==> config.mk <==
export PLATFORM = sky130hd
export DESIGN_NAME = ir_sequencer_flat
export DESIGN_NICKNAME = d
export VERILOG_FILES = /design/src/rtl/ir_sequencer_if.sv /design/src/rtl/ir_sequencer.sv /design/src/flat_wrapper.sv
export SDC_FILE = /design/constraint.sdc
export NUM_CORES = 1
export LEC_CHECK = 0
export ABC_AREA = 1
export CELL_PAD_IN_SITES_DETAIL_PLACEMENT = 1
export CELL_PAD_IN_SITES_GLOBAL_PLACEMENT = 1
export CORE_MARGIN = 10
export CORE_UTILIZATION = 49
export DETAILED_ROUTE_END_ITERATION = 8
export PLACE_DENSITY_LB_ADDON = 0.1
export SLEW_MARGIN = 30
export SYNTH_ARGS = -nofsm -noshare
export SYNTH_HDL_FRONTEND = slang
export SYNTH_SLANG_ARGS = --single-unit
==> constraint.sdc <==
create_clock -name CLK -period 3.15 [get_ports CLK]
set_input_delay 0.63 -clock CLK [delete_from_list [all_inputs] [get_ports CLK]]
set_output_delay 0.63 -clock CLK [all_outputs]
set_load 0.01 [all_outputs]
==> src/rtl/ir_sequencer_if.sv <==
// Loader/processor-side bundle for ir_sequencer: program write port, sequencing
// controls and the registered instruction stream toward the SISC core.
interface ir_sequencer_if #(
  parameter int IR_W = 32,
  parameter int AW   = 4
);
  logic            wr_en;
  logic [AW-1:0]   wr_addr;
  logic [IR_W-1:0] wr_data;
  logic [AW:0]     prog_len;
  logic            start;
  logic            stall;
  logic [IR_W-1:0] IR;
  logic            ir_valid;
  logic [AW-1:0]   pc;
  logic            busy;
  logic            done;

  modport master (
    output wr_en, wr_addr, wr_data, prog_len, start, stall,
    input  IR, ir_valid, pc, busy, done
  );

  modport slave (
    input  wr_en, wr_addr, wr_data, prog_len, start, stall,
    output IR, ir_valid, pc, busy, done
  );
endinterface

==> src/rtl/ir_sequencer.sv <==
// Instruction sequencer: presents stored program words on IR for HOLD cycles each,
// stretched by stall, ending on HALT_OP or program end. Optional macro IRSEQ_LOOP_EN wraps to word 0.
module ir_sequencer_chk #(
  parameter int IR_W = 32
) (
  input logic            clk,
  input logic            rst_f,
  input logic [IR_W-1:0] ir,
  input logic            ir_valid,
  input logic            busy,
  input logic            done
);
  a_valid_tracks_busy: assert property (@(posedge clk) disable iff (!rst_f) ir_valid == busy);
  a_nop_when_invalid:  assert property (@(posedge clk) disable iff (!rst_f) !ir_valid |-> (ir == {IR_W{1'b0}}));
  a_done_not_busy:     assert property (@(posedge clk) disable iff (!rst_f) !(done && busy));
endmodule

module ir_sequencer #(
  parameter int       IR_W    = 32,
  parameter int       DEPTH   = 16,
  parameter int       HOLD    = 5,
  parameter logic [3:0] HALT_OP = 4'hF
) (
  input logic          CLK,
  input logic          RST_F,
  ir_sequencer_if.slave bus
);
  localparam int AW = $clog2(DEPTH);
  localparam int LW = AW + 1;
  localparam int CW = (HOLD > 1) ? $clog2(HOLD) : 1;
  localparam logic [CW-1:0] HOLD_RELOAD = CW'(HOLD - 1);
  localparam logic [LW-1:0] DEPTH_L     = LW'(DEPTH);

  typedef enum logic [1:0] {
    S_IDLE  = 2'd0,
    S_ISSUE = 2'd1,
    S_DONE  = 2'd2
  } state_t;

  state_t          state_r;
  logic [IR_W-1:0] mem_r [DEPTH];
  logic [IR_W-1:0] ir_r;
  logic            ir_valid_r;
  logic [AW-1:0]   pc_r;
  logic            busy_r;
  logic            done_r;
  logic [CW-1:0]   cnt_r;
  logic [LW-1:0]   len_r;

  logic [LW-1:0]   len_clamp_s;
  logic [AW-1:0]   pc_next_s;
  logic            is_halt_s;
  logic            is_last_s;
  logic            wr_ok_s;

  // Length clamp and end-of-word decisions
  always_comb begin
    len_clamp_s = bus.prog_len;
    if (bus.prog_len > DEPTH_L) begin
      len_clamp_s = DEPTH_L;
    end else begin
      len_clamp_s = bus.prog_len;
    end
    pc_next_s = pc_r + AW'(1);
    is_halt_s = (ir_r[IR_W-1 -: 4] == HALT_OP);
    is_last_s = ({1'b0, pc_r} == (len_r - LW'(1)));
    wr_ok_s   = bus.wr_en && (state_r != S_ISSUE);
  end

  // Program memory write port; contents survive reset
  always_ff @(posedge CLK) begin
    if (wr_ok_s) begin
      mem_r[bus.wr_addr] <= bus.wr_data;
    end
  end

  // Sequencing FSM with registered outputs
  always_ff @(posedge CLK or negedge RST_F) begin
    if (!RST_F) begin
      state_r    <= S_IDLE;
      ir_r       <= {IR_W{1'b0}};
      ir_valid_r <= 1'b0;
      pc_r       <= {AW{1'b0}};
      busy_r     <= 1'b0;
      done_r     <= 1'b0;
      cnt_r      <= {CW{1'b0}};
      len_r      <= {LW{1'b0}};
    end else begin
      case (state_r)
        S_IDLE, S_DONE: begin
          if (bus.start) begin
            if (len_clamp_s == {LW{1'b0}}) begin
              state_r    <= S_DONE;
              ir_r       <= {IR_W{1'b0}};
              ir_valid_r <= 1'b0;
              busy_r     <= 1'b0;
              done_r     <= 1'b1;
            end else begin
              state_r    <= S_ISSUE;
              len_r      <= len_clamp_s;
              pc_r       <= {AW{1'b0}};
              ir_r       <= mem_r[{AW{1'b0}}];
              ir_valid_r <= 1'b1;
              busy_r     <= 1'b1;
              done_r     <= 1'b0;
              cnt_r      <= HOLD_RELOAD;
            end
          end
        end
        S_ISSUE: begin
          if (!bus.stall) begin
            if (cnt_r != {CW{1'b0}}) begin
              cnt_r <= cnt_r - CW'(1);
            end else if (is_halt_s) begin
              state_r    <= S_DONE;
              ir_r       <= {IR_W{1'b0}};
              ir_valid_r <= 1'b0;
              busy_r     <= 1'b0;
              done_r     <= 1'b1;
            end else if (is_last_s) begin
`ifdef IRSEQ_LOOP_EN
              pc_r  <= {AW{1'b0}};
              ir_r  <= mem_r[{AW{1'b0}}];
              cnt_r <= HOLD_RELOAD;
`else
              state_r    <= S_DONE;
              ir_r       <= {IR_W{1'b0}};
              ir_valid_r <= 1'b0;
              busy_r     <= 1'b0;
              done_r     <= 1'b1;
`endif
            end else begin
              pc_r  <= pc_next_s;
              ir_r  <= mem_r[pc_next_s];
              cnt_r <= HOLD_RELOAD;
            end
          end
        end
        default: begin
          state_r    <= S_IDLE;
          ir_r       <= {IR_W{1'b0}};
          ir_valid_r <= 1'b0;
          busy_r     <= 1'b0;
          done_r     <= 1'b0;
          cnt_r      <= {CW{1'b0}};
        end
      endcase
    end
  end

  assign bus.IR       = ir_r;
  assign bus.ir_valid = ir_valid_r;
  assign bus.pc       = pc_r;
  assign bus.busy     = busy_r;
  assign bus.done     = done_r;

  ir_sequencer_chk #(.IR_W(IR_W)) u_chk (
    .clk      (CLK),
    .rst_f    (RST_F),
    .ir       (ir_r),
    .ir_valid (ir_valid_r),
    .busy     (busy_r),
    .done     (done_r)
  );
endmodule

==> src/flat_wrapper.sv <==
// flat-port wrapper written by rule: the top's interface ports become plain ports
module ir_sequencer_flat 
#(
  parameter int       IR_W    = 32,
  parameter int       DEPTH   = 16,
  parameter int       HOLD    = 5,
  parameter logic [3:0] HALT_OP = 4'hF
)
  (CLK, RST_F, bus_wr_en, bus_wr_addr, bus_wr_data, bus_prog_len, bus_start, bus_stall, bus_IR, bus_ir_valid, bus_pc, bus_busy, bus_done);
  ir_sequencer_if #(.IR_W(IR_W), .AW((4))) bus_i ();
  input logic CLK;
  input logic RST_F;
  input wire logic [$bits(bus_i.wr_en)-1:0] bus_wr_en;
  input wire logic [$bits(bus_i.wr_addr)-1:0] bus_wr_addr;
  input wire logic [$bits(bus_i.wr_data)-1:0] bus_wr_data;
  input wire logic [$bits(bus_i.prog_len)-1:0] bus_prog_len;
  input wire logic [$bits(bus_i.start)-1:0] bus_start;
  input wire logic [$bits(bus_i.stall)-1:0] bus_stall;
  output wire logic [$bits(bus_i.IR)-1:0] bus_IR;
  output wire logic [$bits(bus_i.ir_valid)-1:0] bus_ir_valid;
  output wire logic [$bits(bus_i.pc)-1:0] bus_pc;
  output wire logic [$bits(bus_i.busy)-1:0] bus_busy;
  output wire logic [$bits(bus_i.done)-1:0] bus_done;
  assign bus_i.wr_en = bus_wr_en;
  assign bus_i.wr_addr = bus_wr_addr;
  assign bus_i.wr_data = bus_wr_data;
  assign bus_i.prog_len = bus_prog_len;
  assign bus_i.start = bus_start;
  assign bus_i.stall = bus_stall;
  assign bus_IR = bus_i.IR;
  assign bus_ir_valid = bus_i.ir_valid;
  assign bus_pc = bus_i.pc;
  assign bus_busy = bus_i.busy;
  assign bus_done = bus_i.done;
  ir_sequencer #(.IR_W(IR_W), .DEPTH(DEPTH), .HOLD(HOLD), .HALT_OP(HALT_OP)) u_core (.CLK(CLK), .RST_F(RST_F), .bus(bus_i));
endmodule
==> flow_summary.json, run 1 <==
{
  "critical_path.reg2reg.endpoint": "u_core.bus.IR[21]",
  "yosysSeqAreaShare_pct": 71.2,
  "final.hold.worst_slack_ns": 0.0564,
  "synth_top_cells_by_count": "sky130_fd_sc_hd__nand2_1, sky130_fd_sc_hd__edfxtp_1, sky130_fd_sc_hd__nand3_1",
  "worst_path_largest_cell_delay_ns": 0.60,
  "rsz0062_at_grt": "no",
  "cell_area_after_synthesis_um2": 23200,
  "post_cts_resized": 0,
  "report.final.hold_viol_count": 0,
  "count_of_input_and_output_buffers": 84,
  "worst_ir_drop_vdd_mv": 0.788,
  "power_frac_clock_pct": 27.5,
  "die_area_um2": 56500,
  "seqCellArea_um2": 16600,
  "cts_tree": "yes",
  "r2r_cells": 13,
  "postSynthAreaPerCell_um2": 11.0,
  "proportion_of_power_drawn_by_combinational_gates_pct": 35.8,
  "floorplan.io_pins": 85,
  "cts_htree_levels": 2,
  "placeableCoreArea_um2": 46800,
  "synth_to_final_area_change_pct": 15.1,
  "fmax_ghz": 0.386,
  "number_of_instances_in_the_synthesized_netlist": 2105,
  "yosys.cell_count.top_type": "sky130_fd_sc_hd__nand2_1",
  "fin_crit_ns": 2.59,
  "avgRoutedWirePerCell_um": 23.3,
  "postCtsSetupBuffers": 0,
  "p_switching_mw": 8.94,
  "relSlewSlack_pct": 34.1,
  "finalSetupViolations": 0,
  "number_of_cts_inserted_buffers": 58,
  "grt.overflow.total": 0,
  "timing_worst_setup_path_type": "reg -> out",
  "gp_routability_congestion": 0.753,
  "leakage_nw": 10.2,
  "groute.usage.overall_pct": 23.3,
  "timing.final.max_slew_violations": 0,
  "worstPathCellList": "buf_4 -> clkdlybuf4s50_1",
  "die_width_um": 238,
  "dr.first_iter.drc_count": 1413,
  "post-route-drc-count": 0,
  "ys_warn_count": 0,
  "critical_path.max_fanout": 17,
  "initial_core_utilization_pct": 49.7,
  "max-clock-path-buffers": 3,
  "n_antenna_cell": 0,
  "ys.flop_type": "sky130_fd_sc_hd__edfxtp_1",
  "synth_area_leaders": "sky130_fd_sc_hd__edfxtp_1, sky130_fd_sc_hd__nand2_1, sky130_fd_sc_hd__nand3_1, sky130_fd_sc_hd__dfrtp_1, sky130_fd_sc_hd__buf_2",
  "cpMaxStageDelayCell": "sky130_fd_sc_hd__clkdlybuf4s50_1",
  "route.final.wire_length_um": 65900,
  "fin_skew_ns": 0.0197,
  "final.period_utilization_pct": 82.3,
  "clkLatencyLatePin_ns": 0.62,
  "maxCapViolations": 0,
  "fillCellCount": 4904,
  "synth_nets": 2154,
  "distinct_cell_type_count_after_synthesis": 26,
  "num_vias": 16184,
  "worst_ep_required_ns": 2.52,
  "area_taken_by_multi_input_logic_gates_um2": 5990,
  "worst_setup_slack_for_register_to_register_paths_ns": 0.58,
  "ant_nets": 0,
  "post-dp-hpwl_um": 36900,
  "synth-seq-cells": 559,
  "cp_data_arrival_time_ns": 1.96,
  "setup_total_negative_slack_ns": 0,
  "worst_slew_pin_slew_ns": 0.988,
  "cts.root.buffer_cell": "sky130_fd_sc_hd__clkbuf_16",
  "design.final.nets": 2225,
  "start_kind": "register",
  "status": "finished, final reports clean",
  "net_switching_share_of_the_total_power_pct": 37.4,
  "rows": 79,
  "number_of_antenna_violations_at_the_first_check_in_global_routing": 1,
  "hp-class": "in -> async",
  "fp.dieH_um": 238,
  "drive_above_1_share_pct": 7.28,
  "worst_r2r_startpoint": "u_core.bus.pc[0]",
  "synth-edff-count": 512,
  "yosysTopAreaCellShare_pct": 66.1,
  "synthDominantAreaCellType": "sky130_fd_sc_hd__edfxtp_1",
  "sequential_cell_fraction_of_total_power_pct": 36.8,
  "critical_path.endpoint_type": "primary output",
  "asyncSetResetFlopFracSynth_pct": 8.41,
  "internal-power_mw": 15.0,
  "vias_per_cell": 5.71,
  "via_count_of_the_first_global_routing_pass": 17168,
  "post_cts_hold_buffer_count": 0,
  "clkTransAtPathRegs_ns": 0.06,
  "global_route_wire_length_before_repair_um": 102000,
  "drt_pass1_iterations": 5,
  "maximum_number_of_pins_on_one_net_before_global_route_repair": 159,
  "power_density_nw_per_um2": 895,
  "cts_num_sinks": 559
}
==> kinds of logic after synthesis <==
kind of cell	Yosys count	share of synthesized area (%)
AOI/OAI and AO/OA	12	0.280
xor gates and xnor gates	2	0.140
adders and majority gates	3	0.162
buffers and inverters	165	3.72
DFF	559	71.2
and+or+nand+nor	1364	24.5
==> layout make-up <==
cell class / count / area share (%)
flip-flops and latches: 559 / 61.9
repair buffers: 133 / 5.44
multi-input cells: 1381 / 22.4
inverters: 43 / 0.632
well taps: 607 / 2.84
clock buffers: 82 / 5.96
clock inverters: 27 / 0.823
==> layout by cell type (no fill, tap or decap) <==
master                            synthesis  final
sky130_fd_sc_hd__nand2_2                  2      3
sky130_fd_sc_hd__buf_12                   0     20
sky130_fd_sc_hd__clkinv_8                 0      2
sky130_fd_sc_hd__o22ai_1                  2      2
sky130_fd_sc_hd__bufinv_16                0      3
sky130_fd_sc_hd__ha_4                     0      1
sky130_fd_sc_hd__o21bai_1                 1      1
sky130_fd_sc_hd__edfxtp_1               512    512
sky130_fd_sc_hd__nand2_1                891    890
sky130_fd_sc_hd__clkbuf_8                 0      3
sky130_fd_sc_hd__inv_2                    3      4
sky130_fd_sc_hd__xor2_4                   0      2
sky130_fd_sc_hd__o21ai_1                  2      2
sky130_fd_sc_hd__nor3_1                   2      2
sky130_fd_sc_hd__nor2_1                  31     14
sky130_fd_sc_hd__clkinv_1                 0     10
sky130_fd_sc_hd__nor2_2                   1      1
sky130_fd_sc_hd__ha_1                     3      2
sky130_fd_sc_hd__clkinv_2                 0     12
sky130_fd_sc_hd__dfrtp_4                  0      1
sky130_fd_sc_hd__dfrtp_1                 47     46
sky130_fd_sc_hd__o21ai_0                  4      4
sky130_fd_sc_hd__clkbuf_1                13     20
sky130_fd_sc_hd__a21oi_1                  3      3
sky130_fd_sc_hd__nand3_2                  1      1
sky130_fd_sc_hd__inv_1                   39     37
sky130_fd_sc_hd__inv_4                    1      1
sky130_fd_sc_hd__nand4_1                  3      3
sky130_fd_sc_hd__clkbuf_16                0     59
sky130_fd_sc_hd__clkdlybuf4s50_1          0     83
sky130_fd_sc_hd__inv_6                    0      1
sky130_fd_sc_hd__nand3_1                432    432
sky130_fd_sc_hd__buf_4                   34     29
sky130_fd_sc_hd__nor2_4                   1     18
sky130_fd_sc_hd__buf_2                   62      1
==> worst max-delay path by stage <==
stage | cells past startpoint | to | start
after global placement | 6 | u_core.mem_r[14][2] | bus_wr_en
final | 2 | bus_pc[0] | u_core.bus.pc[0]
after detailed placement | 6 | u_core.mem_r[14][3] | bus_wr_en
after floorplan | 7 | u_core.mem_r[10][0] | u_core.bus.done
after CTS | 2 | bus_pc[0] | u_core.bus.pc[0]
after global routing | 13 | u_core.bus.IR[21] | u_core.bus.pc[0]
==> power by group through the flow <==
stage,registers [mW],logic (mW),clock network [mW]
2_1_floorplan,8.96,5.46,0
6_report,8.80,8.56,6.58
4_1_cts,8.80,8.63,6.70
3_3_place_gp,8.92,8.22,0
3_5_place_dp,8.94,8.53,0
5_1_grt,8.84,9.59,6.98
==> sequential cells by signal (all words and copies together) (netlist names) <==
name	cells
u_core.bus.IR	32
u_core.bus.done	1
u_core.bus.ir_valid	1
u_core.bus.pc	4
u_core.cnt_r	3
u_core.len_r	5
u_core.mem_r	512
u_core.state_r	1
==> through the flow <==
stage	utilization [%]	power (mW)	cells	cell area [um2]	setup WS, ns
after floorplan	-	14.4	2105	23200	0.220
after global placement	53.3	17.1	2723	24900	0.565
after detailed placement	53.3	17.5	2723	24900	0.541
after CTS	57.2	24.1	2832	26700	0.531
after global routing	57.2	25.4	2832	26700	0.432
final	57.2	23.9	2832	26700	0.557
==> worst max-delay path: cells and delay by family, from the launching register on <==
| family | cells | cell delay, ns |
|---|---|---|
| buffers and inverters | 2 | 0.88 |
| flip-flops | 1 | 0.47 |
==> per-layer routing <==
metal | GRT usage [%] | wire [um] | up-vias
li1 | - | - | 7343
met1 | 30.2 | 28200 | 8349
met2 | 40.4 | 33100 | 406
met3 | 2.82 | 3160 | 84
met4 | 6.74 | 1460 | 2
met5 | 0 | 13 | -
Note: power is estimated with default switching activity, not from simulation.
==> run 2: changes to the inputs <==
==> constraint.sdc (replaced) <==
create_clock -name CLK -period 2.63 [get_ports CLK]
set_input_delay 0.526 -clock CLK [delete_from_list [all_inputs] [get_ports CLK]]
set_output_delay 0.526 -clock CLK [all_outputs]
set_load 0.01 [all_outputs]
==> flow_summary.json, run 2 (synthesis gave the netlist of run 1 again) <==
{
  "die_width_um": 238,
  "worstPathCellList": "buf_16 -> clkdlybuf4s50_1",
  "start_kind": "register",
  "fin_crit_ns": 2.55,
  "cts_tree": "yes",
  "worst_ir_drop_vdd_mv": 0.702,
  "utilization_pct": 58.8,
  "fin_skew_ns": 0.0224,
  "grt.overflow.total": 0,
  "maximum_number_of_pins_on_one_net_before_global_route_repair": 149,
  "number_of_flip_flops_under_the_largest_register_name": 512,
  "layout_common_cells": "sky130_fd_sc_hd__nand2_1, sky130_fd_sc_hd__edfxtp_1, sky130_fd_sc_hd__nand3_1",
  "cpMaxStageDelayCell": "sky130_fd_sc_hd__clkdlybuf4s50_1",
  "route.final.wire_length_um": 72400,
  "design.final.nets": 2257,
  "worst_path_largest_cell_delay_ns": 0.58,
  "groute.usage.overall_pct": 25.4,
  "layout_commonest_cell": "sky130_fd_sc_hd__nand2_1",
  "worst_slew_pin_slew_ns": 0.871,
  "post-dp-hpwl_um": 42600,
  "worst_setup_slack_for_register_to_register_paths_ns": 0.16,
  "gp_routability_congestion": 0.829,
  "hp-class": "in -> async",
  "dr.first_iter.drc_count": 1598,
  "max-clock-path-buffers": 3,
  "rsz0062_at_grt": "no",
  "critical_path.max_fanout": 28,
  "fmax_ghz": 0.392,
  "num_vias": 16769,
  "finalSetupViolations": 0,
  "placed_area_um2": 25500,
  "global_route_wire_length_before_repair_um": 109000,
  "number_of_antenna_violations_at_the_first_check_in_global_routing": 5,
  "largest-register": "u_core.mem_r",
  "avgRoutedWirePerCell_um": 25.3,
  "ant_nets": 0,
  "maxCapViolations": 0,
  "leakage_nw": 10.5,
  "clkTransAtPathRegs_ns": 0.06,
  "worst_ep_required_ns": 2.10,
  "setup_total_negative_slack_ns": 0,
  "die_area_um2": 56500,
  "initial_core_utilization_pct": 49.7,
  "final.period_utilization_pct": 97.0,
  "drive_above_1_share_pct": 8.61,
  "fp.dieH_um": 238,
  "clkLatencyLatePin_ns": 0.63,
  "status": "finished, final reports clean",
  "drt_pass1_iterations": 5,
  "rows": 79,
  "relSlewSlack_pct": 41.7,
  "vias_per_cell": 5.86,
  "cts.root.buffer_cell": "sky130_fd_sc_hd__clkbuf_16",
  "report.final.hold_viol_count": 0,
  "stdcell_area_um2": 27500,
  "placeableCoreArea_um2": 46800,
  "via_count_of_the_first_global_routing_pass": 17827,
  "final.hold.worst_slack_ns": 0.445,
  "power_density_nw_per_um2": 1100,
  "cts_num_sinks": 559,
  "critical_path.endpoint_type": "primary output",
  "post-route-drc-count": 0,
  "timing_worst_setup_path_type": "reg -> out",
  "floorplan.io_pins": 85,
  "cp_data_arrival_time_ns": 2.03,
  "count_of_input_and_output_buffers": 84,
  "timing.final.max_slew_violations": 0,
  "cts_htree_levels": 2,
  "synth_to_final_area_change_pct": 18.2,
  "number_of_cts_inserted_buffers": 58
}
==> run 2: cell types whose count changed in the layout (fill, tap and decap cells not counted), sizes merged <==
| cell | before | now |
|---|---|---|
| bufbuf | 0 | 2 |
| dlygate4sd3 | 0 | 1 |
| bufinv | 3 | 8 |
| diode | 0 | 1 |
| buf | 50 | 79 |
| clkbuf | 82 | 71 |
| inv | 43 | 45 |
==> run 2: worst max-delay path, delay by kind of cell (launching register included) <==
kind | cells | cell delay (ns)
buf+inv | 2 | 0.82
flops | 1 | 0.57
==> run 2: area by class of cell <==
cell class | instances | area, um2
sequential | 559 | 16600
timing repair buffer | 165 | 2080
antenna | 1 | 2.50
fill | 4838 | 19300
clock inverter | 34 | 375
clock buffer | 71 | 1530
inverter | 43 | 169
tap | 607 | 759
multi-input combinational | 1381 | 6000
==> run 2: final timing paths <==
check,start,depth (start not counted),to
min in group CLK,u_core.bus.IR[11],2,u_core.bus.IR[11]
worst max register to register,u_core.bus.pc[0],13,u_core.bus.IR[30]
worst min-delay path,RST_F,2,u_core.bus.ir_valid
worst min register to register,u_core.bus.IR[11],2,u_core.bus.IR[11]
max in group asynchronous,RST_F,3,u_core.bus.IR[25]
worst max-delay path,u_core.bus.pc[0],2,bus_pc[0]
==> run 2: metal layers <==
metal  GRT usage (%)  vias to the layer above  share of wire, %
met3            5.02                      153               6.5
met4            9.21                        6               3.2
li1                -                     7426                 -
met2            42.9                      563                49
met1            32.2                     8621                41
met5               0                        -             0.052
==> run 2: per-stage QoR <==
stage / setup slack (ns) / std cells / total power [mW]
after floorplan: -0.300 / 2105 / 17.3
after global placement: 0.226 / 2751 / 21.3
after detailed placement: 0.194 / 2752 / 21.7
after CTS: 0.0324 / 2860 / 30.4
after global routing: 0.0117 / 2860 / 31.8
final: 0.0781 / 2861 / 30.2
==> run 2: repair_timing <==
item | CTS | global route
hold endpoints to repair | 21 | 0
resized for setup | 1 | 2
buffers inserted | 0 | 0
gates cloned | 2 | 0
setup endpoints to repair | 1 | 3
hold buffers | 1 | 0
==> run 2: report_power, final <==
part,total (mW),internal [mW],switching [mW]
clock,8.35,4.89,3.46
sequential,10.6,10.2,0.354
combinational,11.3,3.72,7.57
==> run 3: changes to the inputs <==
--- a/config.mk
+++ b/config.mk
@@ -9,7 +9,8 @@
 export CELL_PAD_IN_SITES_DETAIL_PLACEMENT = 1
 export CELL_PAD_IN_SITES_GLOBAL_PLACEMENT = 1
 export CORE_MARGIN = 10
-export CORE_UTILIZATION = 49
+export CORE_UTILIZATION = 55
+export CTS_BUF_LIST = sky130_fd_sc_hd__clkbuf_2 sky130_fd_sc_hd__clkbuf_4 sky130_fd_sc_hd__clkbuf_8
 export DETAILED_ROUTE_END_ITERATION = 8
 export PLACE_DENSITY_LB_ADDON = 0.1
 export SLEW_MARGIN = 30
==> constraint.sdc (replaced) <==
create_clock -name CLK -period 3.2 [get_ports CLK]
set_input_delay 0.64 -clock CLK [delete_from_list [all_inputs] [get_ports CLK]]
set_output_delay 0.64 -clock CLK [all_outputs]
set_load 0.01 [all_outputs]
==> flow_summary.json, run 3 (synthesis gave the netlist of run 1 again) <==
{
  "worst_slew_pin_slew_ns": 0.765,
  "worst_ir_drop_vdd_mv": 0.947,
  "timing_worst_setup_path_type": "reg -> reg",
  "drt_pass1_iterations": 5,
  "cp_data_arrival_time_ns": 3.27,
  "number_of_flip_flops_under_the_largest_register_name": 512,
  "dr.first_iter.drc_count": 1627,
  "clkTransAtPathRegs_ns": 0.06,
  "post-route-drc-count": 0,
  "fin_crit_ns": 2.69,
  "maxCapViolations": 0,
  "fmax_ghz": 0.372,
  "setup_slack_ns": 0.514,
  "layout_common_cells": "sky130_fd_sc_hd__nand2_1, sky130_fd_sc_hd__edfxtp_1, sky130_fd_sc_hd__nand3_1",
  "largest-register": "u_core.mem_r",
  "final.period_utilization_pct": 83.9,
  "max-clock-path-buffers": 3,
  "worst_setup_slack_for_register_to_register_paths_ns": 0.51,
  "hp-class": "reg -> reg",
  "design.final.nets": 2259,
  "vias_per_cell": 5.95,
  "gp_routability_congestion": 0.788,
  "report.final.hold_viol_count": 0,
  "leakage_nw": 10.3,
  "global_route_wire_length_before_repair_um": 107000,
  "cts_num_sinks": 559,
  "drive_above_1_share_pct": 10.3,
  "worst_r2r_startpoint": "u_core.bus.pc[0]",
  "fp.dieH_um": 226,
  "ant_nets": 0,
  "fin_skew_ns": 0.0327,
  "critical_path.endpoint_type": "register",
  "via_count_of_the_first_global_routing_pass": 18160,
  "number_of_antenna_violations_at_the_first_check_in_global_routing": 0,
  "r2r_cells": 12,
  "cts_tree": "yes",
  "status": "finished, final reports clean",
  "cts_htree_levels": 3,
  "die_width_um": 226,
  "maximum_number_of_pins_on_one_net_before_global_route_repair": 131,
  "min_path_cells": 2,
  "postCtsSetupBuffers": 0,
  "setup_total_negative_slack_ns": 0,
  "route.final.wire_length_um": 69600,
  "worst_ep_required_ns": 3.78,
  "die_area_um2": 50900,
  "preCtsSetupSlack_ns": 0.445,
  "fillCellCount": 4318,
  "cts.root.buffer_cell": "sky130_fd_sc_hd__clkbuf_8",
  "min-delay-start": "u_core.bus.IR[4]",
  "placeableCoreArea_um2": 41900,
  "layout_commonest_cell": "sky130_fd_sc_hd__nand2_1",
  "start_kind": "register",
  "clkLatencyLatePin_ns": 0.65,
  "critical_path.reg2reg.endpoint": "u_core.bus.IR[4]",
  "relSlewSlack_pct": 48.8,
  "count_of_input_and_output_buffers": 84,
  "rsz0062_at_grt": "no",
  "power_density_nw_per_um2": 882,
  "synth_to_final_area_change_pct": 14.8,
  "worstHoldEndpoint": "u_core.bus.IR[4]",
  "finalSetupViolations": 0,
  "post-dp-hpwl_um": 39600,
  "num_vias": 16814,
  "n_antenna_cell": 0,
  "grt.overflow.total": 0,
  "number_of_cts_inserted_buffers": 90,
  "timing.final.max_slew_violations": 0,
  "floorplan.io_pins": 85,
  "rows": 75,
  "groute.usage.overall_pct": 27.7,
  "initial_core_utilization_pct": 55.5,
  "avgRoutedWirePerCell_um": 24.6,
  "critical_path.max_fanout": 55
}
## run 3: cell types whose count changed in the layout (fill, tap and decap cells not counted), sizes merged
cell | before | now
bufbuf | 2 | 0
inv | 45 | 44
buf | 79 | 51
bufinv | 8 | 1
clkinv | 24 | 21
clkinvlp | 0 | 1
diode | 1 | 0
clkbuf | 71 | 143
## run 3: per-stage QoR
stage / utilization (%) / hold WS (ns) / instances / area [um2] / total power, mW
final: 63.8 / 0.480 / 2824 / 26700 / 23.5
after global routing: 63.8 / 0.493 / 2824 / 26700 / 24.9
after CTS: 63.7 / 0.134 / 2823 / 26700 / 23.6
after detailed placement: 59.3 / 0.469 / 2656 / 24800 / 17.2
after global placement: 59.3 / 0.461 / 2656 / 24800 / 16.8
after floorplan: - / 0.344 / 2105 / 23200 / 14.2
## run 3: repair_timing
action	4_1_cts	5_1_grt
gates resized for setup	0	0
endpoints found under the hold margin	0	29
hold buffers	0	1
## run 3: worst max-delay path by stage
stage / end / depth (start not counted) / slack [ns] / from
5_1_grt: u_core.bus.IR[4] / 12 / 0.36 / u_core.bus.pc[0]
3_5_place_dp: u_core.mem_r[11][6] / 6 / 0.45 / bus_wr_en
4_1_cts: u_core.bus.IR[4] / 12 / 0.56 / u_core.bus.pc[0]
3_3_place_gp: u_core.mem_r[10][9] / 6 / 0.61 / bus_wr_en
6_report: u_core.bus.IR[4] / 12 / 0.51 / u_core.bus.pc[0]
2_1_floorplan: u_core.mem_r[10][0] / 7 / 0.27 / u_core.bus.done
## run 3: per-layer routing
layer | part of all wire (%) | vias to the layer above | GRT usage, %
met4 | 3.5 | 0 | 10.5
met2 | 50 | 711 | 47.1
met5 | 0 | - | 0
met3 | 6.2 | 155 | 4.11
li1 | - | 7427 | -
met1 | 40 | 8521 | 35.4
## run 3: layout make-up
class / instances / area (um2) / area share [%]
flip-flops and latches: 559 / 16600 / 62.0
multi-input cells: 1381 / 5990 / 22.4
clock buffers: 143 / 1730 / 6.48
repair buffers: 135 / 1440 / 5.38
well taps: 539 / 674 / 2.53
inverters: 43 / 169 / 0.633
clock inverters: 24 / 134 / 0.502
## run 3: report_power, final
group	total [mW]	switching (mW)	internal (mW)
Combinational	8.54	5.92	2.62
Sequential	8.69	0.285	8.40
Clock	6.31	2.80	3.51
## run 3: worst max-delay path, cell delays in order, from the launching register on
cell and delay [ns]:
sky130_fd_sc_hd__dfrtp_4 0.60, sky130_fd_sc_hd__inv_6 0.42, sky130_fd_sc_hd__buf_4 0.55, sky130_fd_sc_hd__nand2_1 0.13, sky130_fd_sc_hd__nand3_1 0.11, sky130_fd_sc_hd__nand3_1 0.11, sky130_fd_sc_hd__nand2_1 0.07, sky130_fd_sc_hd__nand2_1 0.08
sky130_fd_sc_hd__nand2_1 0.15, sky130_fd_sc_hd__nand3_1 0.10, sky130_fd_sc_hd__nand2_1 0.11, sky130_fd_sc_hd__nand2_1 0.06, sky130_fd_sc_hd__nand2_1 0.06
